File: config.mk
export PLATFORM = sky130hd
export DESIGN_NAME = fetch_stage
export DESIGN_NICKNAME = d
export VERILOG_FILES = /design/src/rtl/fetch_stage.sv
export SDC_FILE = /design/constraint.sdc
export NUM_CORES = 1
export LEC_CHECK = 0
export ABC_AREA = 1
export CAP_MARGIN = 20
export CORE_MARGIN = 8
export CORE_UTILIZATION = 45
export CTS_CLUSTER_DIAMETER = 40
export CTS_CLUSTER_SIZE = 8
export DETAILED_ROUTE_END_ITERATION = 10
export PLACE_DENSITY = 0.82
export SLEW_MARGIN = 20
export SYNTH_ARGS = -nofsm -noshare
export SYNTH_HDL_FRONTEND = slang
export SYNTH_SLANG_ARGS = --single-unit
File: constraint.sdc
create_clock -name clk -period 2.2 [get_ports clk]
set_input_delay 0.55 -clock clk [delete_from_list [all_inputs] [get_ports clk]]
set_output_delay 0.55 -clock clk [all_outputs]
set_load 0.01 [all_outputs]
File: src/rtl/fetch_stage.sv
// rtl/fetch_stage.sv - instruction fetch stage with IF/ID register, stall hold buffer and branch redirect
// Optional build macro: FETCH_PERF_CNT_EN adds fetch_cnt/stall_cnt performance counters.
module fetch_stage (
    input  logic        clk,
    input  logic        reset,
    input  logic        stall,
    input  logic        branchsel,
    input  logic [31:0] PCbranch,
    output logic        imem_req,
    output logic [31:0] imem_addr,
    input  logic [31:0] imem_rdata,
    input  logic        imem_ready,
    output logic [31:0] instruction,
    output logic [31:0] PC_out,
    output logic        if_valid
`ifdef FETCH_PERF_CNT_EN
    ,
    output logic [31:0] fetch_cnt,
    output logic [31:0] stall_cnt
`endif
);

    typedef enum logic [1:0] {IDLE, FETCH, HOLD, REDIRECT} state_t;

    state_t      state;
    logic [31:0] pc;
    logic [31:0] pc_plus4;
    logic [31:0] hold_buf;
    logic [31:0] target;
    logic [31:0] branch_tgt;
    logic        branch_lsb_unused;

    assign pc_plus4          = pc + 32'd4;
    assign branch_tgt        = {PCbranch[31:2], 2'b00};
    assign branch_lsb_unused = ^PCbranch[1:0];
    assign imem_addr         = pc;

    always_ff @(posedge clk or negedge reset) begin
        if (!reset) begin
            state       <= IDLE;
            imem_req    <= 1'b0;
            pc          <= 32'd0;
            hold_buf    <= 32'd0;
            target      <= 32'd0;
            instruction <= 32'd0;
            PC_out      <= 32'd0;
            if_valid    <= 1'b0;
        end else begin
            case (state)
                IDLE: begin
                    state    <= FETCH;
                    imem_req <= 1'b1;
                    if (branchsel) begin
                        pc <= branch_tgt;
                    end
                end

                FETCH: begin
                    if (branchsel) begin
                        instruction <= 32'd0;
                        PC_out      <= 32'd0;
                        if_valid    <= 1'b0;
                        hold_buf    <= 32'd0;
                        if (imem_ready) begin
                            pc <= branch_tgt;
                        end else begin
                            // The outstanding response still has to drain at the old address.
                            target <= branch_tgt;
                            state  <= REDIRECT;
                        end
                    end else if (stall) begin
                        if (imem_ready) begin
                            hold_buf <= imem_rdata;
                            state    <= HOLD;
                            imem_req <= 1'b0;
                        end
                    end else if (imem_ready) begin
                        instruction <= imem_rdata;
                        PC_out      <= pc_plus4;
                        if_valid    <= 1'b1;
                        pc          <= pc_plus4;
                    end else begin
                        instruction <= 32'd0;
                        if_valid    <= 1'b0;
                    end
                end

                HOLD: begin
                    if (branchsel) begin
                        instruction <= 32'd0;
                        PC_out      <= 32'd0;
                        if_valid    <= 1'b0;
                        hold_buf    <= 32'd0;
                        pc          <= branch_tgt;
                        state       <= FETCH;
                        imem_req    <= 1'b1;
                    end else if (!stall) begin
                        instruction <= hold_buf;
                        PC_out      <= pc_plus4;
                        if_valid    <= 1'b1;
                        pc          <= pc_plus4;
                        hold_buf    <= 32'd0;
                        state       <= FETCH;
                        imem_req    <= 1'b1;
                    end
                end

                REDIRECT: begin
                    // A new branch while draining replaces the pending target (last wins).
                    if (imem_ready) begin
                        pc    <= branchsel ? branch_tgt : target;
                        state <= FETCH;
                    end else if (branchsel) begin
                        target <= branch_tgt;
                    end
                end

                default: begin
                    state    <= IDLE;
                    imem_req <= 1'b0;
                end
            endcase
        end
    end

`ifdef FETCH_PERF_CNT_EN
    logic ifid_load;

    always_comb begin
        ifid_load = 1'b0;
        if (!branchsel && !stall) begin
            ifid_load = ((state == FETCH) && imem_ready) || (state == HOLD);
        end
    end

    always_ff @(posedge clk or negedge reset) begin
        if (!reset) begin
            fetch_cnt <= 32'd0;
            stall_cnt <= 32'd0;
        end else begin
            if (ifid_load) begin
                fetch_cnt <= fetch_cnt + 32'd1;
            end
            if (stall && (state != IDLE)) begin
                stall_cnt <= stall_cnt + 32'd1;
            end
        end
    end
`endif

endmodule

==> metrics.cfg, run 1 <==
[timing]
skew_ps = 10.0
post-route-period-util_pct = 95.8
drv_slew = 0
hold_viol_final = 0
grt_setup_unrepaired = no
max_freq_mhz = 475
worstMarginPinSlew_ps = 800
slew_headroom_pct = 46.5
min_period_ps = 2110
setup_viol = 0
fin_ws_ps = 92.7

[global_route]
grt-ovfl-total = 0
antenna_found_initial = 0
grt_pass1_vias = 7952
grt_pass1_wl_mm = 42.1
track_usage_pct = 21.5
grt_max_degree = 63

[logic_synthesis]
async_flop_share_pct = 100
synthCells = 1197
ys_warn_count = 0
synthFlopType = dfrtp_1
ys_top_cells_by_area = dfrtp_1 (46%), nand2_1 (15%), nor2_1 (6.8%)
yosysTopAreaCell = dfrtp_1
avgSynthCellArea_um2 = 7.53
yosys_register_bits = 164
syn-num-nets = 1273
synthTopCellsByCount = nand2_1 (361), dfrtp_1 (164), nor2_1 (163)
synth_edf_count = 0
post-synth-top-count-cell = nand2_1
yosysSeqAreaShare_pct = 45.5
syn_area_um2 = 9010
synth_top_area_share_pct = 45.5
synth_cell_types = 39

[floorplan]
die_height_um = 158
coreArea_um2 = 19600
initial_core_util_pct = 46.0
die_w_um = 158
die-area_um2 = 24800
io_pins = 167
rows = 51

[final_layout]
layout-drive-gt1-share_pct = 9.89
syn_to_final_growth_pct = 30.7
diodes = 0
utilization_pct = 60.1
final_cell_area_um2 = 11800
final_cells = 1640
nNetsFinal = 1438

[place]
gp_congestion = 0.915
place_ws_ps = -100
post-dp-hpwl_mm = 19.2
postPlaceCellArea_um2 = 11200
portBuffers = 164
dp.cells = 1608

[drt]
wl_per_cell_um = 16.1
drc = 0
drtPass1Iterations = 5
drt_iter0_drc = 819
ant_nets = 0
vias = 8542
via_per_inst = 5.21
wl_mm = 26.4

[setup_path]
critPathTopFamily = buffers and inverters
worst-path-max-fanout = 5
worstPathRequired_ps = 1650
r2r_slack_ps = 170
critPathBufInv = 1
cpPeakStageDelay_ps = 660
path_cells = clkdlybuf4s50_1
cp-end-kind = primary output
worst_ep_arrival_time_ps = 1560
cpMaxStageDelayCell = clkdlybuf4s50_1
crit_type = flop to primary output
cp.depth = 1
ff2ff_path_depth = 11
start_kind = flop

[clock_network]
cts_root_buf = clkbuf_16
clk_pin_slew_ps = 80
cts_tree = done
cts_setup_buffers = 0
clock_latency_ps = 440
clockBufferDepth = 2
cts.repair.resized = 0
htreeDepth = 4
numCtsBuffers = 17
cts_sinks = 164
holdBufCountCts = 0

[status]
status = finished clean

[pwr]
p_per_area_nw_per_um2 = 1510
peakVddDrop_v = 0.000822
leakage_nw = 5.34

[run]
max_cap_violations = 0

[worst_hold_path]
hp-class = input port to async pin

==> registers in the layout, summed over array words and instances, names as in the netlist <==
register and cells:
imem_req 1, imem_addr 32, state 2, if_valid 1
PC_out 32, hold_buf 32, instruction 32, target 32
==> placed cells by master, fill, tap and decap left out, types with 17 or more instances in the layout <==
cell,n
o21ai_0,68
inv_1,109
nor2_1,162
dfrtp_1,164
nand2_1,361
o21ai_1,44
buf_4,30
clkdlybuf4s50_1,163
nand3_1,49
o22ai_2,28
clkbuf_16,17
a21oi_1,51
==> logic make-up after synthesis <==
| logic type | Yosys count | synth area share [%] |
|---|---|---|
| AO/OA/AOI/OAI | 225 | 16.1 |
| XOR/XNOR | 15 | 1.46 |
| adder cells (fa/ha/maj) | 7 | 0.972 |
| buffers and inverters | 178 | 8.66 |
| flip-flops | 164 | 45.5 |
| AND/OR/NAND/NOR | 608 | 27.3 |
==> layout make-up <==
type | count | area [µm²]
multi-input cells | 855 | 4140
flip-flops and latches | 164 | 4100
well taps | 265 | 332
fillers | 1686 | 7810
clock buffers | 17 | 425
inverters | 114 | 428
clock inverters | 15 | 161
repair buffers | 210 | 2190
==> routing by layer <==
metal  vias to the layer above  global-route usage (%)  wire (µm)
met1                      3991                    28.3      11400
met2                       330                    34.3      12600
met3                        42                    4.39       1860
li1                       4179                       -          -
met5                         -                       0          0
met4                         0                    7.80        605
==> stage by stage <==
| step | total power (W) | TNS, ps | hold WS (ps) |
|---|---|---|---|
| after floorplan | 0.0110 | 0 | 254 |
| after global placement | 0.0145 | -1960 | 462 |
| after detailed placement | 0.0148 | -3180 | 464 |
| after CTS | 0.0178 | 0 | 25.6 |
| after global routing | 0.0190 | 0 | 38.8 |
| final | 0.0177 | 0 | 16.1 |
==> path summary, 6_finish.rpt <==
kind                                  from              end
min in group clk           instruction[15]  instruction[15]
min reg2reg                instruction[15]  instruction[15]
max reg2reg                       state[1]     imem_addr[5]
max in group asynchronous            reset       target[21]
min                                  reset     hold_buf[30]
max                          imem_addr[17]    imem_addr[17]
==> where the power goes <==
part / total, W / switching, W / internal (W)
clock network: 0.00295 / 0.00143 / 0.00151
logic: 0.00957 / 0.00551 / 0.00406
registers: 0.00522 / 0.000938 / 0.00428
total: 0.0177 / 0.00788 / 0.00985
Power figures use the tool's default switching activity.
==> run 2: changes to the inputs <==
Clock period 2.2 ns to 2.3 ns, I/O delays scaled along.
==> run 2 against run 1 <==
  * Clock-buffer cell count is the same
  * Critical path depth did not move
  * Critical path type unchanged
  * First-iteration DRC count grew 2.4%
==> metrics.cfg, run 2 (same netlist as run 1, synthesis figures left out) <==
[pwr]
p_int_w = 0.00943
pwr-share-seq_pct = 29.3
peakVddDrop_v = 0.000756
sw_frac_of_total_pct = 44.4
leakage_nw = 5.32
combPwrFrac_pct = 54.4
power_frac_clock_pct = 16.3
switchingPower_w = 0.00754
p_per_area_nw_per_um2 = 1440

[final_layout]
nNetsFinal = 1439
final_cell_mix = nand2_1 (361), dfrtp_1 (164), clkdlybuf4s50_1 (163), nor2_1 (162), inv_1 (109)
final_common_cell = nand2_1
layout-drive-gt1-share_pct = 10.0
fillCellCount = 1652
final_cell_area_um2 = 11800
syn_to_final_growth_pct = 30.5
diodes = 0
final_cells = 1641

[drt]
vias = 8536
drc = 0
ant_nets = 0
wl_mm = 26.4
drtPass1Iterations = 5
wl_per_cell_um = 16.1
drt_iter0_drc = 839
via_per_inst = 5.20

[worst_hold_path]
hp-class = input port to async pin

[clock_network]
cts_setup_buffers = 0
clock_latency_ps = 440
numCtsBuffers = 17
htreeDepth = 4
cts.repair.resized = 0
cts_tree = done
cts_sinks = 164
cts_root_buf = clkbuf_16
holdBufCountCts = 0
clockBufferDepth = 2
clk_pin_slew_ps = 70

[timing]
drv_slew = 0
hold_viol_final = 0
skew_ps = 8.61
max_freq_mhz = 473
min_period_ps = 2120
worstMarginPinSlew_ps = 795
finalSetupTns_ps = 0
post-route-period-util_pct = 92.0
slew_headroom_pct = 46.8
grt_setup_unrepaired = no
setup_viol = 0

[setup_path]
ff2ff_path_depth = 9
critPathBufInv = 1
worstPathRequired_ps = 1730
cp-end-kind = primary output
r2r_slack_ps = 240
crit_type = flop to primary output
path_cells = clkdlybuf4s50_1
cpPeakStageDelay_ps = 640
reg2reg_from = state[0]
critPathTopFamily = buffers and inverters
worst_ep_arrival_time_ps = 1540
r2r-end = imem_addr[22]
worst-path-max-fanout = 5
start_kind = flop
cpMaxStageDelayCell = clkdlybuf4s50_1

[place]
portBuffers = 164
postPlaceCellArea_um2 = 11200
dp.cells = 1609
post-dp-hpwl_mm = 19.4
gp_congestion = 0.883

[run]
max_cap_violations = 0

[floorplan]
io_pins = 167
die-area_um2 = 24800
rows = 51
initial_core_util_pct = 46.0
die_height_um = 158
die_w_um = 158
coreArea_um2 = 19600

[global_route]
grt_pass1_wl_mm = 42.0
antenna_found_initial = 0
track_usage_pct = 21.4
grt-ovfl-total = 0
grt_pass1_vias = 8211
grt_max_degree = 63

[status]
status = finished clean

-- run 2: cell count changes in the layout (fill, tap and decap cells not counted), sizes merged --
cell / before / now
buf: 47 / 48
clkinvlp: 1 / 3
clkinv: 8 / 7
inv: 120 / 119
-- run 2: final cells by class --
class / count / area, µm² / share of cell area, %
Timing Repair Buffer: 211 / 2180 / 18.6
Tap cell: 265 / 332 / 2.82
Multi-Input combinational cell: 855 / 4140 / 35.2
Clock buffer: 17 / 425 / 3.62
Clock inverter: 15 / 146 / 1.24
Inverter: 114 / 428 / 3.64
Sequential cell: 164 / 4100 / 34.9
-- run 2: routing by layer --
layer / up-vias / share of wire (%) / track usage (%)
met4: 0 / 3.0 / 8.30
met1: 3951 / 42 / 27.5
met5: - / 0 / 0
met3: 59 / 7.5 / 4.55
met2: 356 / 47 / 34.9
li1: 4170 / - / -
-- run 2: worst max path at each step --
stage	depth (start not counted)	slack, ps	start	to
global route	9	120	state[0]	imem_addr[26]
floorplan	9	520	state[1]	PC_out[12]
finish	1	180	imem_addr[14]	imem_addr[14]
detailed placement	9	10	branchsel	imem_addr[3]
CTS	9	120	state[0]	imem_addr[25]
global placement	11	30	branchsel	imem_addr[29]
-- run 2: stage by stage --
stage          hold slack [ps]  total power, W  utilization [%]  setup slack (ps)
3_3_place_gp               461          0.0139             57.1              28.9
3_5_place_dp               465          0.0142             57.1              13.6
5_1_grt                    118          0.0182             60.0               117
6_report                  77.9          0.0170             60.0               185
4_1_cts                    107          0.0170             60.0               116
2_1_floorplan              279          0.0105                -               523
-- run 2: worst register-to-register path, stage by stage (launching register included) --
cell and delay, ps:
dfrtp_1 450, inv_1 140, ha_2 510, clkinv_1 260, buf_4 270, nor2_1 130
nand2_1 60, nand2_1 50, nand2_1 70, nand2_1 70
-- run 2: power groups by stage --
| stage | sequential [W] | clock (W) | combinational (W) |
|---|---|---|---|
| 2_1_floorplan | 0.00511 | 0 | 0.00539 |
| 5_1_grt | 0.00510 | 0.00290 | 0.0102 |
| 3_5_place_dp | 0.00501 | 0 | 0.00917 |
| 3_3_place_gp | 0.00496 | 0 | 0.00896 |
| 6_report | 0.00498 | 0.00276 | 0.00923 |
| 4_1_cts | 0.00496 | 0.00279 | 0.00923 |
